==> config.mk <==
export PLATFORM = sky130hd
export DESIGN_NAME = mcu_arb
export DESIGN_NICKNAME = d
export VERILOG_FILES = /design/src/rtl/mcu_arb.sv
export SDC_FILE = /design/constraint.sdc
export NUM_CORES = 1
export LEC_CHECK = 0
export BUFFER_PORTS_ARGS = -buffer_cell sky130_fd_sc_hd__buf_2
export CAP_MARGIN = 40
export CORE_UTILIZATION = 35
export CTS_CLUSTER_DIAMETER = 30
export CTS_CLUSTER_SIZE = 12
export DETAILED_ROUTE_END_ITERATION = 8
export SLEW_MARGIN = 20
export SYNTH_ARGS = -nofsm -noshare
export SYNTH_HDL_FRONTEND = slang
export SYNTH_SLANG_ARGS = --single-unit
export TNS_END_PERCENT = 1
==> constraint.sdc <==
create_clock -name clk -period 7.3 [get_ports clk]
set_input_delay 1.095 -clock clk [delete_from_list [all_inputs] [get_ports clk]]
set_output_delay 1.095 -clock clk [all_outputs]
set_load 0.005 [all_outputs]
==> src/rtl/mcu_arb.sv <==
// rtl/mcu_arb.sv - N-channel arbiter serialising 1-4 byte accesses onto a byte-wide memory bus
module mcu_arb #(
  parameter int NPORT     = 2,
  parameter int PRIO_MODE = 0
) (
  input  logic                clk,
  input  logic                rst,
  input  logic                rdy,
  input  logic [NPORT-1:0]    req_i,
  input  logic [NPORT-1:0]    we_i,
  input  logic [NPORT*32-1:0] addr_i,
  input  logic [NPORT*2-1:0]  len_i,
  input  logic [NPORT*32-1:0] wdata_i,
  output logic [NPORT-1:0]    gnt_o,
  output logic [NPORT-1:0]    done_o,
  output logic [31:0]         rdata_o,
  output logic                busy_o,
  input  logic [7:0]          mem_din,
  output logic [7:0]          mem_dout,
  output logic [31:0]         mem_a,
  output logic                mem_wr
);

  localparam int IW = (NPORT > 1) ? $clog2(NPORT) : 1;

  typedef enum logic [1:0] {
    S_IDLE = 2'd0,
    S_XFER = 2'd1,
    S_TAIL = 2'd2,
    S_DONE = 2'd3
  } state_e;

  state_e        state_q, state_d;
  logic [IW-1:0] ch_q, ch_d;
  logic [IW-1:0] last_q, last_d;
  logic          we_q, we_d;
  logic [31:0]   addr_q, addr_d;
  logic [1:0]    len_q, len_d;
  logic [31:0]   wdata_q, wdata_d;
  logic [1:0]    cnt_q, cnt_d;
  logic [31:0]   rbuf_q, rbuf_d;
  logic [31:0]   rdata_q, rdata_d;

  logic          found;
  logic [IW-1:0] sel;
  int            rr_idx;

  logic          sel_we;
  logic [31:0]   sel_addr;
  logic [1:0]    sel_len;
  logic [31:0]   sel_wdata;

  // Pick the winning requester: lowest index, or first one after the last grant in round-robin mode
  always_comb begin
    found  = 1'b0;
    sel    = '0;
    rr_idx = 0;
    for (int i = 0; i < NPORT; i++) begin
      if (PRIO_MODE == 1) begin
        rr_idx = (int'(last_q) + 1 + i) % NPORT;
      end else begin
        rr_idx = i;
      end
      if (!found && req_i[rr_idx]) begin
        found = 1'b1;
        sel   = IW'(rr_idx);
      end
    end
  end

  // Extract the selected channel's request fields from the flattened input buses
  always_comb begin
    sel_we    = 1'b0;
    sel_addr  = '0;
    sel_len   = '0;
    sel_wdata = '0;
    for (int k = 0; k < NPORT; k++) begin
      if (sel == IW'(k)) begin
        sel_we    = we_i[k];
        sel_addr  = addr_i[32*k +: 32];
        sel_len   = len_i[2*k +: 2];
        sel_wdata = wdata_i[32*k +: 32];
      end
    end
  end

  // Next-state logic: grant in IDLE, one byte per XFER cycle, last read byte lands in TAIL
  always_comb begin
    state_d = state_q;
    ch_d    = ch_q;
    last_d  = last_q;
    we_d    = we_q;
    addr_d  = addr_q;
    len_d   = len_q;
    wdata_d = wdata_q;
    cnt_d   = cnt_q;
    rbuf_d  = rbuf_q;
    rdata_d = rdata_q;
    unique case (state_q)
      S_IDLE: begin
        if (found) begin
          state_d = S_XFER;
          ch_d    = sel;
          last_d  = sel;
          we_d    = sel_we;
          addr_d  = sel_addr;
          len_d   = sel_len;
          wdata_d = sel_wdata;
          cnt_d   = 2'd0;
          rbuf_d  = '0;
        end
      end
      S_XFER: begin
        // Read data trails the address by one cycle, so byte cnt-1 is on mem_din now
        if (!we_q && (cnt_q != 2'd0)) begin
          rbuf_d[{cnt_q - 2'd1, 3'b000} +: 8] = mem_din;
        end
        cnt_d = cnt_q + 2'd1;
        if (cnt_q == len_q) begin
          state_d = we_q ? S_DONE : S_TAIL;
        end
      end
      S_TAIL: begin
        rbuf_d[{len_q, 3'b000} +: 8] = mem_din;
        rdata_d = rbuf_d;
        state_d = S_DONE;
      end
      S_DONE: begin
        state_d = S_IDLE;
      end
      default: begin
        state_d = S_IDLE;
      end
    endcase
  end

  // State registers: synchronous reset wins, rdy low freezes everything
  always_ff @(posedge clk) begin
    if (rst) begin
      state_q <= S_IDLE;
      ch_q    <= '0;
      last_q  <= IW'(NPORT - 1);
      we_q    <= 1'b0;
      addr_q  <= '0;
      len_q   <= '0;
      wdata_q <= '0;
      cnt_q   <= '0;
      rbuf_q  <= '0;
      rdata_q <= '0;
    end else if (rdy) begin
      state_q <= state_d;
      ch_q    <= ch_d;
      last_q  <= last_d;
      we_q    <= we_d;
      addr_q  <= addr_d;
      len_q   <= len_d;
      wdata_q <= wdata_d;
      cnt_q   <= cnt_d;
      rbuf_q  <= rbuf_d;
      rdata_q <= rdata_d;
    end
  end

  // Output decode from registered state only; mem_wr is gated by rdy so a pause never writes
  always_comb begin
    gnt_o    = '0;
    done_o   = '0;
    mem_a    = '0;
    mem_dout = '0;
    mem_wr   = 1'b0;
    busy_o   = (state_q != S_IDLE);
    if (state_q != S_IDLE) begin
      gnt_o[ch_q] = 1'b1;
    end
    if (state_q == S_DONE) begin
      done_o[ch_q] = 1'b1;
    end
    unique case (state_q)
      S_XFER: begin
        mem_a = addr_q + {30'd0, cnt_q};
        if (we_q) begin
          mem_wr   = rdy;
          mem_dout = wdata_q[{cnt_q, 3'b000} +: 8];
        end
      end
      S_TAIL: begin
        mem_a = addr_q + {30'd0, len_q};
      end
      default: begin
        mem_a = '0;
      end
    endcase
  end

  assign rdata_o = rdata_q;

endmodule

==> summary.txt, run 1 <==
Synth Register Bits -> 136
Static leakage -> 3.77 nW
DR WL/cell -> 16.3 um
Distinct cell type count after synthesis -> 55
Final Hold Vio Count -> 0
CTS clk-pin slew, worst paths -> 0.06 ns
Initial antenna violation count -> 0
Final-layout fill cell count -> 2,125
CP bufs+invs -> 3
Crit path DAT -> 4.06 ns
DRT Wirelength -> 21,300 um
Mean Syn Cell Area -> 8.89 sq um
TritonCTS Buffers -> 17
Clk sink count -> 136
First-pass GRT wire length -> 33,400 um
I/O pins -> 225
Pwr Density -> 230 nW/um^2
CP max-delay cell -> or3_1
DRT iter0 DRCs -> 453
Htree depth -> 4
# DRC -> 0
Via count -> 6,879
Setup bufs post-CTS -> 0
Vias in the first global route -> 6,232
Layout cell share with drive strength beyond 1 -> 0.276
Syn nets -> 1,006
Critical path type -> reg -> out
Crit-path max cell delay -> 0.61 ns
Crit Path Max Fanout -> 17
HPWL Detailed -> 15,400 um
CTS tree -> built
Crit path cell chain -> inv_1, ha_1, o21ai_0, inv_1, fa_1, nand3b_1, or3_1, or4_1, a21oi_1, buf_2
Largest cells by area after synthesis -> dfxtp_1, mux2i_1, a211oi_1, nor2_1, a22o_1
Most Frequent Cell on Critical Path -> inv_1
Pin count of the biggest net entering global routing -> 67
Unrepaired setup endpoints after global routing -> no
Final Wtd Congestion -> 0.790
Crit end category -> primary output
# resized after CTS -> 0
Final net count -> 1,184
Skew final -> 0.0179 ns
Critical Path Start Type -> flop
FP Rows -> 53
Hold WC Path Type -> reg -> reg
Delay-heaviest family, CP -> simple AND/OR/NAND/NOR gates
Post-synth EDFFs -> 0
Vias per cell -> 5.26
Starting density of the core -> 0.356
Root Driver -> clkbuf_16
Gr usage total -> 0.195
Die X -> 148 um
Input/output buffers -> 224
DIE HEIGHT -> 148 um
Critical path required time -> 6.20 ns
FMAX -> 194 MHz
Final setup violating endpoints -> 0
Global route total overflow -> 0
Peak supply drop -> 0.154 mV
Area Growth Syn to Fin -> 25.7%
DRT antenna net count -> 0
Register area share after synthesis -> 0.364
Initial DRT Pass Iterations -> 6
Worst hold margin -> 0.470 ns
DIE AREA -> 21,900 sq um
Place WS -> 2.38 ns
Hold-fix buffers, CTS -> 0
Slew Limit Fails -> 0
Area of the core -> 21,000 sq um
Relative slew slack -> 0.451
Yosys warning total -> 0
Max_cap viols -> 0
Period minus WS final -> 5.15 ns
FFs w/ async S/R, synth -> 0
Worst skew pair latency -> 0.43 ns
Status -> completed
Post-Synthesis Cell Area -> 7470 sq um
Main synth FF type -> dfxtp_1
Total Neg Setup Slack -> 0 ns
Mapped Cells -> 840
Setup slack after layout -> 2.15 ns
CTS Buffer Depth -> 2
Area leader, netlist -> dfxtp_1
Yosys top cell area share -> 0.364
Tcrit/Tclk final -> 0.706
Worst Tran Pin Value -> 0.824 ns
[cells in the mapped netlist (all sizes together) (12+ instances only)]
library cell,instances
mux2i,80
ha,18
clkbuf,66
o31ai,13
a22o,38
dfxtp,136
a21oi,36
nor2,122
nand2,13
o2bb2ai,17
and3,12
or4,15
nor2b,38
inv,20
a211oi,91
[through the flow]
step,power [mW],util,instances,area [sq um]
global placement,1.25,0.414,1266,8670
CTS,2.18,0.447,1304,9360
global route,2.27,0.448,1306,9380
detailed placement,1.27,0.417,1272,8740
finish,2.16,0.448,1307,9390
floorplan,1.12,-,840,7470
[path summary, 6_finish.rpt]
path / end / start / slack [ns] / cells past startpoint
max: mem_a[24] / state_q[0]$_SDFFE_PP0P_ / 2.15 / 10
min: rbuf_q[18]$_SDFFE_PP0P_ / rbuf_q[18]$_SDFFE_PP0P_ / 0.47 / 1
max reg2reg: rbuf_q[23]$_SDFFE_PP0P_ / len_q[0]$_SDFFE_PP0P_ / 4.47 / 6
min reg2reg: rbuf_q[18]$_SDFFE_PP0P_ / rbuf_q[18]$_SDFFE_PP0P_ / 0.47 / 1
[layout by cell type (no fill, tap or decap), drive strengths merged, types with 4 or more instances in the layout]
cell type and count:
xor2 4, inv 22, buf 236, dfxtp 136, nor3 5, nand4 5
a21oi 36, ha 18, or3 6, nor2b 38, nor2 122, nand2 13
clkinv 5, clkbuf 19, nor4 4, a211oi 91, a31oi 10, nand3 10
o2bb2ai 17, clkinvlp 4, o21ai 10, o31ai 13, and3 12, a22o 38
mux4 8, mux2i 80, and2 4, or4 15, xnor2 10, a222oi 7
[area by class of cell]
type / count / area, sq um / share of cell area
Multi-Input combinational cell: 606 / 4370 / 0.465
Antenna cell: 1 / 2.50 / 0.000267
Tap cell: 275 / 344 / 0.0367
Clock inverter: 13 / 169 / 0.0180
Sequential cell: 136 / 2720 / 0.290
Timing Repair Buffer: 236 / 1250 / 0.133
Inverter: 21 / 78.8 / 0.00840
Clock buffer: 19 / 453 / 0.0483
[worst register-to-register path, cell delays in order (launching register included)]
cell and delay, ns:
dfxtp_1 0.65, inv_1 0.17, ha_1 0.44, nor4bb_1 0.54, a32oi_1 0.11, nor3_1 0.62, a22o_1 0.23
[per-layer routing]
metal  vias up  track usage  wire, um
met5         -            0         0
met4         0       0.0608       323
met3        27       0.0365      1220
met2       242        0.308      9740
met1      3121        0.268     10000
li1       3489            -         -
[report_power, final]
part | switching (mW) | internal, mW
clock | 0.345 | 0.558
combinational | 0.232 | 0.171
sequential | 0.0541 | 0.798
total | 0.632 | 1.53
[sequential cells by signal (all words and copies together), names as in the netlist]
register,cells
rdata_o,32
wdata_q,32
addr_q,32
rbuf_q,32
we_q,1
len_q,2
cnt_q,2
state_q,2
ch_q,1
[cells by family after synthesis]
logic type | count (synthesis) | synth area share
buf+inv | 98 | 0.0529
mux | 88 | 0.131
xor+xnor | 14 | 0.0164
compound gates | 235 | 0.232
flops | 136 | 0.364
fa+ha+maj | 19 | 0.0328
simple gates | 250 | 0.170
Power figures use the tool's default switching activity.
==> run 2: changes to the inputs <==
- clock period: 7.3 -> 4.8 ns (I/O delays scaled with it)
==> summary.txt, run 2 (synthesis gave the netlist of run 1 again) <==
Status -> completed
HPWL Detailed -> 15,500 um
Final net count -> 1,187
Critical Path Start Type -> flop
Area of the core -> 21,000 sq um
DIE AREA -> 21,900 sq um
Crit path DAT -> 3.78 ns
DR WL/cell -> 16.3 um
Critical path required time -> 4.08 ns
CTS clk-pin slew, worst paths -> 0.06 ns
DRT antenna net count -> 0
Layout cell share with drive strength beyond 1 -> 0.278
Crit Path Max Fanout -> 15
TritonCTS Buffers -> 17
Hold Path Depth -> 1
Starting density of the core -> 0.356
Crit path from -> state_q[0]$_SDFFE_PP0P_
Via count -> 6,911
Unrepaired setup endpoints after global routing -> no
# diodes -> 0
Hold EP -> rbuf_q[20]$_SDFFE_PP0P_
DRT iter0 DRCs -> 397
Max_cap viols -> 0
Pwr Density -> 345 nW/um^2
Final Wtd Congestion -> 0.816
RR Startpoint -> len_q[0]$_SDFFE_PP0P_
Final setup violating endpoints -> 0
I/O pins -> 225
Vias in the first global route -> 6,234
Slew Limit Fails -> 0
Tot Pwr -> 3.24 mW
Pin count of the biggest net entering global routing -> 85
Skew final -> 0.00959 ns
Crit end category -> primary output
Placed Cells -> 1,275
Commonest non-fill, non-tap cell in the layout -> buf_2
Worst skew pair latency -> 0.42 ns
Most frequent cells in the layout -> buf_2, dfxtp_1, nor2_1
# resized after CTS -> 0
Root Driver -> clkbuf_16
Hold WC Path Type -> reg -> reg
Total Neg Setup Slack -> 0 ns
Relative slew slack -> 0.426
FP Rows -> 53
Non-filler instance count after layout -> 1,308
Final Hold Vio Count -> 0
Input/output buffers -> 224
Area Growth Syn to Fin -> 25.8%
GRT Max-Usage Layer -> met2
Setup slack, reg-to-reg -> 2.03 ns
First-pass GRT wire length -> 33,100 um
Critical path type -> reg -> out
Peak supply drop -> 0.191 mV
FMAX -> 222 MHz
Gr usage total -> 0.194
Vias per cell -> 5.28
DRT Wirelength -> 21,300 um
Worst Tran Pin Value -> 0.860 ns
Tcrit/Tclk final -> 0.938
Initial DRT Pass Iterations -> 5
Initial antenna violation count -> 0
Hold-fix buffers, CTS -> 0
Htree depth -> 4
Met2 Use GR -> 0.308
Clk sink count -> 136
Post-layout util -> 0.448
DIE HEIGHT -> 148 um
CTS tree -> built
Global route total overflow -> 0
Global-route met3 utilization -> 0.0417
Die X -> 148 um
Static leakage -> 3.79 nW
Hold Startpoint -> rbuf_q[20]$_SDFFE_PP0P_
Setup bufs post-CTS -> 0
R2r worst-path depth -> 7
RR Endpoint -> rbuf_q[19]$_SDFFE_PP0P_
# DRC -> 0
GR Util met1 -> 0.261
CTS Buffer Depth -> 2
Period minus WS final -> 4.50 ns
[run 2: cell types whose count changed in the layout (fill, tap and decap cells not counted), sizes merged]
cell	previous run	this run
buf	236	239
clkinv	5	7
clkinvlp	4	2
diode	1	0
inv	22	21
[run 2: worst max-delay path, cell delays in order (launching register included)]
cell and delay [ns]:
dfxtp_1 0.38, inv_1 0.11, ha_1 0.23, o21ai_0 0.30, inv_1 0.11, fa_1 0.45
nand3b_1 0.28, or3_1 0.61, or4_1 0.53, a21oi_1 0.20, buf_2 0.14
[run 2: power breakdown]
group	leakage [nW]	total (mW)	switching, mW	internal [mW]
logic	2.39	0.620	0.355	0.264
registers	1.11	1.29	0.0799	1.21
clock network	0.289	1.33	0.505	0.826
total	3.79	3.24	0.940	2.30
[run 2: metrics by stage]
stage               hold WS, ns  worst slack (ns)  cell area [sq um]
finish                    0.469             0.299               9400
global route              0.485           0.00646               9400
CTS                       0.474             0.292               9360
detailed placement        0.457             0.755               8770
global placement          0.454             0.849               8710
floorplan                 0.441             0.858               7470
[run 2: layout make-up]
class | count | area (sq um)
fill | 2118 | 11600
multi-input combinational | 606 | 4370
sequential | 136 | 2720
timing repair buffer | 239 | 1290
clock buffer | 19 | 443
tap | 275 | 344
clock inverter | 12 | 151
inverter | 21 | 78.8
[run 2: per-layer routing]
metal | routed length (um) | share of wire | vias up
li1 | - | - | 3490
met1 | 10000 | 0.47 | 3195
met2 | 9850 | 0.46 | 206
met3 | 1100 | 0.051 | 20
met4 | 370 | 0.017 | 0
met5 | 0 | 0 | -
[run 2: worst max-delay path by stage]
stage                           end  slack (ns)
final                     mem_a[24]        0.30
after global placement    mem_a[28]        0.85
after global routing      mem_a[24]       0.006
after CTS                 mem_a[28]        0.29
after detailed placement  mem_a[28]        0.76
after floorplan           mem_a[24]        0.86
